### src/rtl/pio_irq_service_master_if.sv
// Avalon-MM bus bundle between the interrupt service initiator and the
// edge-capture PIO slave.
interface pio_irq_service_master_if;
  logic [1:0]  av_address;
  logic        av_chipselect;
  logic        av_write_n;
  logic [31:0] av_writedata;
  logic [31:0] av_readdata;

  modport master (
    output av_address,
    output av_chipselect,
    output av_write_n,
    output av_writedata,
    input  av_readdata
  );

  modport slave (
    input  av_address,
    input  av_chipselect,
    input  av_write_n,
    input  av_writedata,
    output av_readdata
  );
endinterface

### src/rtl/pio_irq_service_master.sv
// Hardware interrupt service for a push-button edge-capture PIO: programs the
// mask, then on each irq reads/clears edge_capture, reads the level, emits an event.
module pio_irq_service_master #(
  parameter int             W            = 2,
  parameter logic [W-1:0]   IRQ_MASK     = 2'b11,
  parameter int             READ_LATENCY = 1
) (
  input  logic                      clk,
  input  logic                      reset_n,
  input  logic                      irq,
  input  logic                      enable,
  pio_irq_service_master_if.master  av,
  output logic                      ev_valid,
  input  logic                      ev_ready,
  output logic [W-1:0]              ev_edges,
  output logic [W-1:0]              ev_level,
  output logic [15:0]               ev_count,
  output logic [7:0]                spurious_count
);

  localparam logic [2:0] INIT     = 3'd0;
  localparam logic [2:0] IDLE     = 3'd1;
  localparam logic [2:0] RD_CAP   = 3'd2;
  localparam logic [2:0] WAIT_CAP = 3'd3;
  localparam logic [2:0] CLR      = 3'd4;
  localparam logic [2:0] RD_LVL   = 3'd5;
  localparam logic [2:0] WAIT_LVL = 3'd6;
  localparam logic [2:0] PUSH     = 3'd7;

  localparam logic [1:0] LAT = 2'(READ_LATENCY);

  localparam logic [1:0] ADDR_DATA = 2'd0;
  localparam logic [1:0] ADDR_MASK = 2'd2;
  localparam logic [1:0] ADDR_EDGE = 2'd3;

  logic [2:0]   state_reg;
  logic [1:0]   cnt_reg;
  logic         cs_reg;
  logic         write_n_reg;
  logic [1:0]   addr_reg;
  logic [31:0]  wdata_reg;
  logic         valid_reg;
  logic [W-1:0] edges_reg;
  logic [W-1:0] level_reg;
  logic [15:0]  ev_count_reg;
  logic [7:0]   spur_reg;

  logic [W-1:0] rd_low;
  logic         unused_rd_high;

  assign rd_low         = av.av_readdata[W-1:0];
  assign unused_rd_high = &{1'b0, av.av_readdata[31:W]};

  // Bus strobes are registered: a state sets them for the following cycle,
  // which is when the access is actually presented to the slave.
  always_ff @(posedge clk) begin
    if (!reset_n) begin
      state_reg    <= INIT;
      cnt_reg      <= 2'd0;
      cs_reg       <= 1'b0;
      write_n_reg  <= 1'b1;
      addr_reg     <= 2'd0;
      wdata_reg    <= 32'd0;
      valid_reg    <= 1'b0;
      edges_reg    <= '0;
      level_reg    <= '0;
      ev_count_reg <= 16'd0;
      spur_reg     <= 8'd0;
    end else begin
      cs_reg      <= 1'b0;
      write_n_reg <= 1'b1;
      case (state_reg)
        INIT: begin
          cs_reg      <= 1'b1;
          write_n_reg <= 1'b0;
          addr_reg    <= ADDR_MASK;
          wdata_reg   <= 32'(IRQ_MASK);
          state_reg   <= IDLE;
        end
        IDLE: begin
          if (irq && enable) state_reg <= RD_CAP;
        end
        RD_CAP: begin
          cs_reg    <= 1'b1;
          addr_reg  <= ADDR_EDGE;
          cnt_reg   <= 2'd0;
          state_reg <= WAIT_CAP;
        end
        WAIT_CAP: begin
          if (cnt_reg == LAT) begin
            edges_reg <= rd_low;
            if (rd_low == '0) begin
              if (spur_reg != 8'hFF) spur_reg <= spur_reg + 8'd1;
              state_reg <= IDLE;
            end else begin
              cs_reg      <= 1'b1;
              write_n_reg <= 1'b0;
              addr_reg    <= ADDR_EDGE;
              wdata_reg   <= 32'hFFFF_FFFF;
              state_reg   <= CLR;
            end
          end else begin
            cnt_reg <= cnt_reg + 2'd1;
          end
        end
        CLR: begin
          cs_reg    <= 1'b1;
          addr_reg  <= ADDR_DATA;
          state_reg <= RD_LVL;
        end
        RD_LVL: begin
          // The level read is on the bus during RD_LVL itself, so one cycle
          // of latency has already elapsed on entry to WAIT_LVL.
          cnt_reg   <= 2'd1;
          state_reg <= WAIT_LVL;
        end
        WAIT_LVL: begin
          if (cnt_reg == LAT) begin
            level_reg <= rd_low;
            valid_reg <= 1'b1;
            state_reg <= PUSH;
          end else begin
            cnt_reg <= cnt_reg + 2'd1;
          end
        end
        PUSH: begin
          if (ev_ready) begin
            valid_reg <= 1'b0;
            if (ev_count_reg != 16'hFFFF) ev_count_reg <= ev_count_reg + 16'd1;
            state_reg <= IDLE;
          end
        end
        default: state_reg <= INIT;
      endcase
    end
  end

  assign av.av_chipselect = cs_reg;
  assign av.av_write_n    = write_n_reg;
  assign av.av_address    = addr_reg;
  assign av.av_writedata  = wdata_reg;

  assign ev_valid       = valid_reg;
  assign ev_edges       = edges_reg;
  assign ev_level       = level_reg;
  assign ev_count       = ev_count_reg;
  assign spurious_count = spur_reg;

endmodule

### src/flat_wrapper.sv
// flat-port wrapper written by rule: the top's interface ports become plain ports
module pio_irq_service_master_flat 
#(
  parameter int             W            = 2,
  parameter logic [W-1:0]   IRQ_MASK     = 2'b11,
  parameter int             READ_LATENCY = 1
)
  (clk, reset_n, irq, enable, ev_valid, ev_ready, ev_edges, ev_level, ev_count, spurious_count, av_av_address, av_av_chipselect, av_av_write_n, av_av_writedata, av_av_readdata);
  pio_irq_service_master_if av_i ();
  input  logic clk;
  input  logic reset_n;
  input  logic irq;
  input  logic enable;
  output logic ev_valid;
  input  logic ev_ready;
  output logic [W-1:0] ev_edges;
  output logic [W-1:0] ev_level;
  output logic [15:0] ev_count;
  output logic [7:0] spurious_count;
  output wire logic [$bits(av_i.av_address)-1:0] av_av_address;
  output wire logic [$bits(av_i.av_chipselect)-1:0] av_av_chipselect;
  output wire logic [$bits(av_i.av_write_n)-1:0] av_av_write_n;
  output wire logic [$bits(av_i.av_writedata)-1:0] av_av_writedata;
  input wire logic [$bits(av_i.av_readdata)-1:0] av_av_readdata;
  assign av_av_address = av_i.av_address;
  assign av_av_chipselect = av_i.av_chipselect;
  assign av_av_write_n = av_i.av_write_n;
  assign av_av_writedata = av_i.av_writedata;
  assign av_i.av_readdata = av_av_readdata;
  pio_irq_service_master #(.W(W), .IRQ_MASK(IRQ_MASK), .READ_LATENCY(READ_LATENCY)) u_core (.clk(clk), .reset_n(reset_n), .irq(irq), .enable(enable), .av(av_i), .ev_valid(ev_valid), .ev_ready(ev_ready), .ev_edges(ev_edges), .ev_level(ev_level), .ev_count(ev_count), .spurious_count(spurious_count));
endmodule
### config.mk
export PLATFORM = sky130hd
export DESIGN_NAME = pio_irq_service_master_flat
export DESIGN_NICKNAME = d
export VERILOG_FILES = /design/src/rtl/pio_irq_service_master_if.sv /design/src/rtl/pio_irq_service_master.sv /design/src/flat_wrapper.sv
export SDC_FILE = /design/constraint.sdc
export NUM_CORES = 1
export LEC_CHECK = 0
export CAP_MARGIN = 20
export CELL_PAD_IN_SITES_DETAIL_PLACEMENT = 1
export CELL_PAD_IN_SITES_GLOBAL_PLACEMENT = 1
export CORE_UTILIZATION = 32
export CTS_CLUSTER_DIAMETER = 60
export DETAILED_ROUTE_END_ITERATION = 12
export PLACE_DENSITY = 0.83
export REMOVE_ABC_BUFFERS = 1
export SYNTH_ARGS = -nofsm -noshare
export SYNTH_HDL_FRONTEND = slang
export SYNTH_SLANG_ARGS = --single-unit
### constraint.sdc
create_clock -name clk -period 6 [get_ports clk]
set_clock_uncertainty 0.15 [all_clocks]
set_input_delay 1.2 -clock clk [delete_from_list [all_inputs] [get_ports clk]]
set_output_delay 1.2 -clock clk [all_outputs]
set_load 0.02 [all_outputs]
* Word-level counts from Yosys, hierarchy flattened
Index checks and enable logic that the tools add are counted.
** Cells by class
- Add/subtract/negate cells :: 3
- Muxes and demuxes :: 23
- Equal/unequal tests :: 16
- Reductions and logical operators :: 18
** Operators with widths (count)
- $mux W32 :: 2
- $pmux W32 S2 :: 1
- $pmux W3 S8 :: 1
- $add A16 B1 Y16 const B :: 1
- $ne A16 B16 Y1 const B :: 1
- $mux W3 :: 5
- $eq A3 B3 Y1 const B :: 4
- $reduce_and A3 Y1 :: 4
- $add A8 B1 Y8 const B :: 1
- $ne A8 B8 Y1 const B :: 1
- $pmux W2 S4 :: 1
- $reduce_and A4 Y1 :: 2
- $eq A3 B2 Y1 const B :: 2
- $mux W1 :: 6
- $mux W2 :: 3
- $ne A2 B1 Y1 const B :: 3
- $ne A2 B2 Y1 const B :: 3
- $pmux W1 S2 :: 3
- $pmux W2 S3 :: 1
- $reduce_and A2 Y1 :: 3
- $reduce_bool A2 Y1 :: 2
- $reduce_bool A4 Y1 :: 1
- $eq A3 B1 Y1 const B :: 1
- $logic_not A3 Y1 :: 1
- 7 further kinds :: 7
** Word-level totals
- Logic and storage cells :: 71
- Register bits after elaboration :: 70
- Bits of input ports :: 37

* Logic depth before layout (Yosys ltp)
- Word-level depth :: 4
- Gate-level depth with buffers :: 8
- Mapped depth without buffers :: 6

* Worst setup path before layout
No wires, ideal clock.
- Path kind :: input to register
- From :: in ev_ready
- To :: reg u_core.ev_count_reg[12], in the netlist u_core.ev_count[12]
- Stages on the path :: 4
- Setup time :: 116 ps
- Setup slack :: 3489 ps
- Path buffers :: 0
- Arrival time :: 2246 ps
- Cells stage by stage :: and3_2 > nand4_2 > or4b_1 > and3_1
** Between the ends
- Longest elaborated chain between the ends :: 1
** RTL lines
- from (decl) :: RTL line flat_wrapper.sv:15 : input logic ev_ready;
- $reduce_and A3 Y1 (no line)
- to (signal assigned) :: RTL line pio_irq_service_master.sv:129 : if (ev_count_reg != 16'hFFFF) ev_count_reg <= ev_count_reg + 16'd1;
- to (decl) :: RTL line pio_irq_service_master.sv:45 : logic [15:0] ev_count_reg;
Every way passes these cells.
A chain may end at the register's enable or synchronous reset.

==> run summary <==
The starting utilization of the core area was 0.3361. The tools report the worst slack at placement as 2581 ps. Among all stages on the critical path, the largest delay is contributed by sky130_fd_sc_hd__dfxtp_1.

The adder and majority cell fraction of the synthesized area works out to 0.03774. The count of buffers inserted at the top-level ports works out to 71. In this run the worst hold path is classified as reg -> reg. For this run, the detailed router's first-pass iteration total came to 4. Synthesis handed over a netlist of 268 instances. The mux share of post-synthesis cell area works out to 0.04744. For the final count of pins violating max slew, the log shows 0.

The power share of the combinational group was 0.309; the xor-xnor portion of the synthesized cell area was 0.003774. For the area of the die, the log shows 7598 um^2. The final standard cell area without fillers is 2967 um^2, and the synthesized area per cell is 8.660 um^2. The logs give 64 for the starting DRC count in detailed routing and 1930 ps for the arrival time of the worst setup path.

The number of setup buffers added after CTS is 0. Of all nets on the critical path, the largest fanout is 31. After synthesis, the largest family of logic cells by area is simple AND/OR/NAND/NOR gates.

The area share of the largest cell type after synthesis was 0.3450. The share of synthesized cell area in and, or, nand and nor gates is 0.2296. The cell type contributing the most total cell area after synthesis is sky130_fd_sc_hd__dfxtp_1. Complex-gate fraction of the synthesized area: 0.1892.

In this design, the stage delay of the slowest critical-path cell is 870 ps. STA classifies the critical path startpoint as a flip-flop. The remaining antenna violation count was 0; the initial antenna violation count was 0. After synthesis, the cell types taking the most area are sky130_fd_sc_hd__dfxtp_1, sky130_fd_sc_hd__buf_4, sky130_fd_sc_hd__mux2i_1.

In this run, distinct cell masters in the synthesized netlist total 50. In this run, synthesis produced a sequential element count of 40. Clock-pin slew was measured on the worst setup and hold paths at 70 ps.

The clock insertion delay at the later pin of the skew report is 300 ps, and the transition time at the pin with the least slew margin is 1059 ps. The first global-routing pass estimated 9.473 mm of wire. After detailed routing, the total wire length is 5.846 mm.

The final route contains 2076 vias. The core region is 6907 um^2. The area added between synthesis and finish works out to 27.82%. The logs give 0.401 for the sequential cell fraction of total power and 102 for the count of boundary I/O pins.

The cell area power density was 262.1 nW/um^2; the count of clock tree sinks was 40. Kind of end point of the critical path: a primary output. The ratio of final minimum period to clock period was 0.5466.

The count of H-tree levels built during CTS is 2, and the async set-reset flop share out of synthesis is 0. The buffer and inverter count on the worst path was 1. Setup repair after global routing left no endpoint under its margin. The clock network fraction of total power is 0.290. Dividing the detail-routed wire length by the instance count gives 14.58 um. Detailed placement finished with a half-perimeter wire length of 4.209 mm. The net switching fraction of the power is 0.3280. The tools report the number of hold-slack violations in the final timing report as 0. The shortest period the worst path allows was 3280 ps. The run gives 2720 ps as the final setup slack of the worst path.

The most used flip-flop cell after synthesis is sky130_fd_sc_hd__dfxtp_1. For flop-to-flop paths, the worst setup slack is 3510 ps. Clock tree synthesis selected as its root buffer the cell sky130_fd_sc_hd__clkbuf_8.

The tools report the maximum VDD drop as 0.1309 mV. For the number of remaining DRC errors, the log shows 0. For the global-route usage over all layers, the log shows 0.1575.

Worst-case headroom to the max-slew limit: 0.2933. The total net switching power was 255.0 uW; the hold buffer count at CTS was 0. The flow ran to the end, and the final reports show no timing, DRC or antenna violations. TritonCTS built the clock tree. After filler insertion, the fill cell instance count of the layout stands at 836.

Internal power comes to 522.5 uW. Post-CTS repair changed the size of 0 cells. The number of synthesized flops with an enable pin is 0. The tools report the maximum number of pins on one net before global-route repair as 33. The logs give 0 for the final number of setup-violating endpoints and 0 for the number of antenna cells inserted. Using the TritonRoute via totals, the vias-per-cell ratio works out to 5.177.

The ratio of cells with drive above 1 in the final layout is 0.05246, and the post-placement cell area is 2855 um^2. Walking the worst path, the cells encountered are clkdlybuf4s50_1. The fraction of the yosys area taken by sequential cells was 0.3450.

Counting along the longest clock path gives a buffer depth of 2. The required time at the endpoint of the critical path is 4650 ps, and the number of flip-flops under the largest register name is 16. The number of nets in the layout is 348, and the cell area after synthesis is 2321 um^2. The upper clock frequency limit is 304.9 MHz, and the number of maximum-capacitance constraint violations is 0. Counting the buffers created by CTS gives 5. During synthesis, Yosys emitted a total of 0 warnings.

For this design the static power due to leakage is 0.001027 uW. In this run the core area contains 30 standard-cell rows. In this run the horizontal extent of the chip is 87.17 um.

The total congestion overflow after global routing is 0. Routability-driven placement finished with a final weighted congestion of 0.8217. The run gives 0 ps as the final setup TNS. For the number of global-route vias before repair, the log shows 1974. The cell family contributing the most delay on the critical path is flip-flops. The die boundary height is 87.17 um.

Path type of the worst setup path: reg -> out.
[placed cells by master, fill, tap and decap left out, types with 2 or more instances in the layout]
cell	netlist	layout
sky130_fd_sc_hd__nor4_1	2	2
sky130_fd_sc_hd__a311oi_1	2	2
sky130_fd_sc_hd__nand4_1	5	5
sky130_fd_sc_hd__clkbuf_8	0	5
sky130_fd_sc_hd__nor2b_1	4	4
sky130_fd_sc_hd__or4_1	11	11
sky130_fd_sc_hd__nand3b_1	2	2
sky130_fd_sc_hd__inv_1	12	12
sky130_fd_sc_hd__nand2b_1	6	6
sky130_fd_sc_hd__a21oi_1	21	21
sky130_fd_sc_hd__clkdlybuf4s50_1	0	71
sky130_fd_sc_hd__o21a_1	3	3
sky130_fd_sc_hd__or3_1	5	5
sky130_fd_sc_hd__o31ai_1	11	11
sky130_fd_sc_hd__and3_1	6	6
sky130_fd_sc_hd__nand4_2	2	2
sky130_fd_sc_hd__a221oi_1	2	2
sky130_fd_sc_hd__o21ai_0	9	9
sky130_fd_sc_hd__nor2_1	15	15
sky130_fd_sc_hd__mux2i_1	11	11
sky130_fd_sc_hd__nand3_1	10	10
sky130_fd_sc_hd__dfxtp_1	40	40
sky130_fd_sc_hd__nand2_1	16	16
sky130_fd_sc_hd__ha_1	7	7
[power groups by stage]
stage / Sequential, uW / Combinational (uW) / Clock (uW)
3_3_place_gp: 316 / 229 / 0
4_1_cts: 312 / 242 / 232
3_5_place_dp: 318 / 240 / 0
2_1_floorplan: 335 / 139 / 0
5_1_grt: 317 / 264 / 245
6_report: 312 / 240 / 225
[logic make-up (layout without fill, tap and decap cells)]
kind of cell    count (synthesis)  count (layout)
simple gates                   91              91
compound gates                 64              64
buf+inv                        54              91
flops                          40              40
mux                            11              11
fa+ha+maj                       7               7
xor+xnor                        1               1
[synthesized netlist by cell type, types with 4 or more instances]
cell,instances
sky130_fd_sc_hd__dfxtp_1,40
sky130_fd_sc_hd__buf_4,30
sky130_fd_sc_hd__a21oi_1,21
sky130_fd_sc_hd__nand2_1,16
sky130_fd_sc_hd__nor2_1,15
sky130_fd_sc_hd__inv_1,12
sky130_fd_sc_hd__mux2i_1,11
sky130_fd_sc_hd__o31ai_1,11
sky130_fd_sc_hd__or4_1,11
sky130_fd_sc_hd__nand3_1,10
sky130_fd_sc_hd__o21ai_0,9
sky130_fd_sc_hd__ha_1,7
sky130_fd_sc_hd__and3_1,6
sky130_fd_sc_hd__clkbuf_1,6
sky130_fd_sc_hd__nand2b_1,6
sky130_fd_sc_hd__nand4_1,5
sky130_fd_sc_hd__or3_1,5
sky130_fd_sc_hd__nor2b_1,4
[path summary, 6_finish.rpt]
check,from,end,cells after the start
setup / recovery,u_core.av.av_writedata[30]$_SDFFE_PN0P_,av_av_writedata[13],1
hold / removal,u_core.ev_count[15]$_SDFFE_PN0P_,u_core.ev_count[15]$_SDFFE_PN0P_,2
setup reg to reg,u_core.state_reg[1]$_SDFFE_PN0P_,u_core.spurious_count[5]$_SDFFE_PN0P_,5
hold reg to reg,u_core.ev_count[15]$_SDFFE_PN0P_,u_core.ev_count[15]$_SDFFE_PN0P_,2
[final cells by class]
cell class | count | area (um^2) | area share
clock buffer | 5 | 68.82 | 0.02320
clock inverter | 3 | 42.54 | 0.01434
inverter | 12 | 45.04 | 0.01518
multi-input combinational | 174 | 1179 | 0.3973
sequential | 40 | 800.8 | 0.2699
tap | 96 | 120.1 | 0.04049
timing repair buffer | 71 | 710.7 | 0.2396
[per-stage QoR]
stage | cells | util | total power (uW) | hold WS (ps)
2_1_floorplan | 226 | - | 474.0 | 360.5
3_3_place_gp | 393 | 0.4134 | 545.6 | 330.6
3_5_place_dp | 393 | 0.4134 | 557.5 | 334.5
4_1_cts | 401 | 0.4295 | 785.0 | 358.2
5_1_grt | 401 | 0.4295 | 826.2 | 385.1
6_report | 401 | 0.4295 | 777.5 | 354.5
[layer usage]
metal,routed length [um],track usage,part of all wire
met1,2633,0.1970,0.45
met2,2931,0.2656,0.50
met3,236,0.04455,0.040
met4,44,0.04173,0.0075
met5,0,0,0
Note: power is estimated with default switching activity, not from simulation.
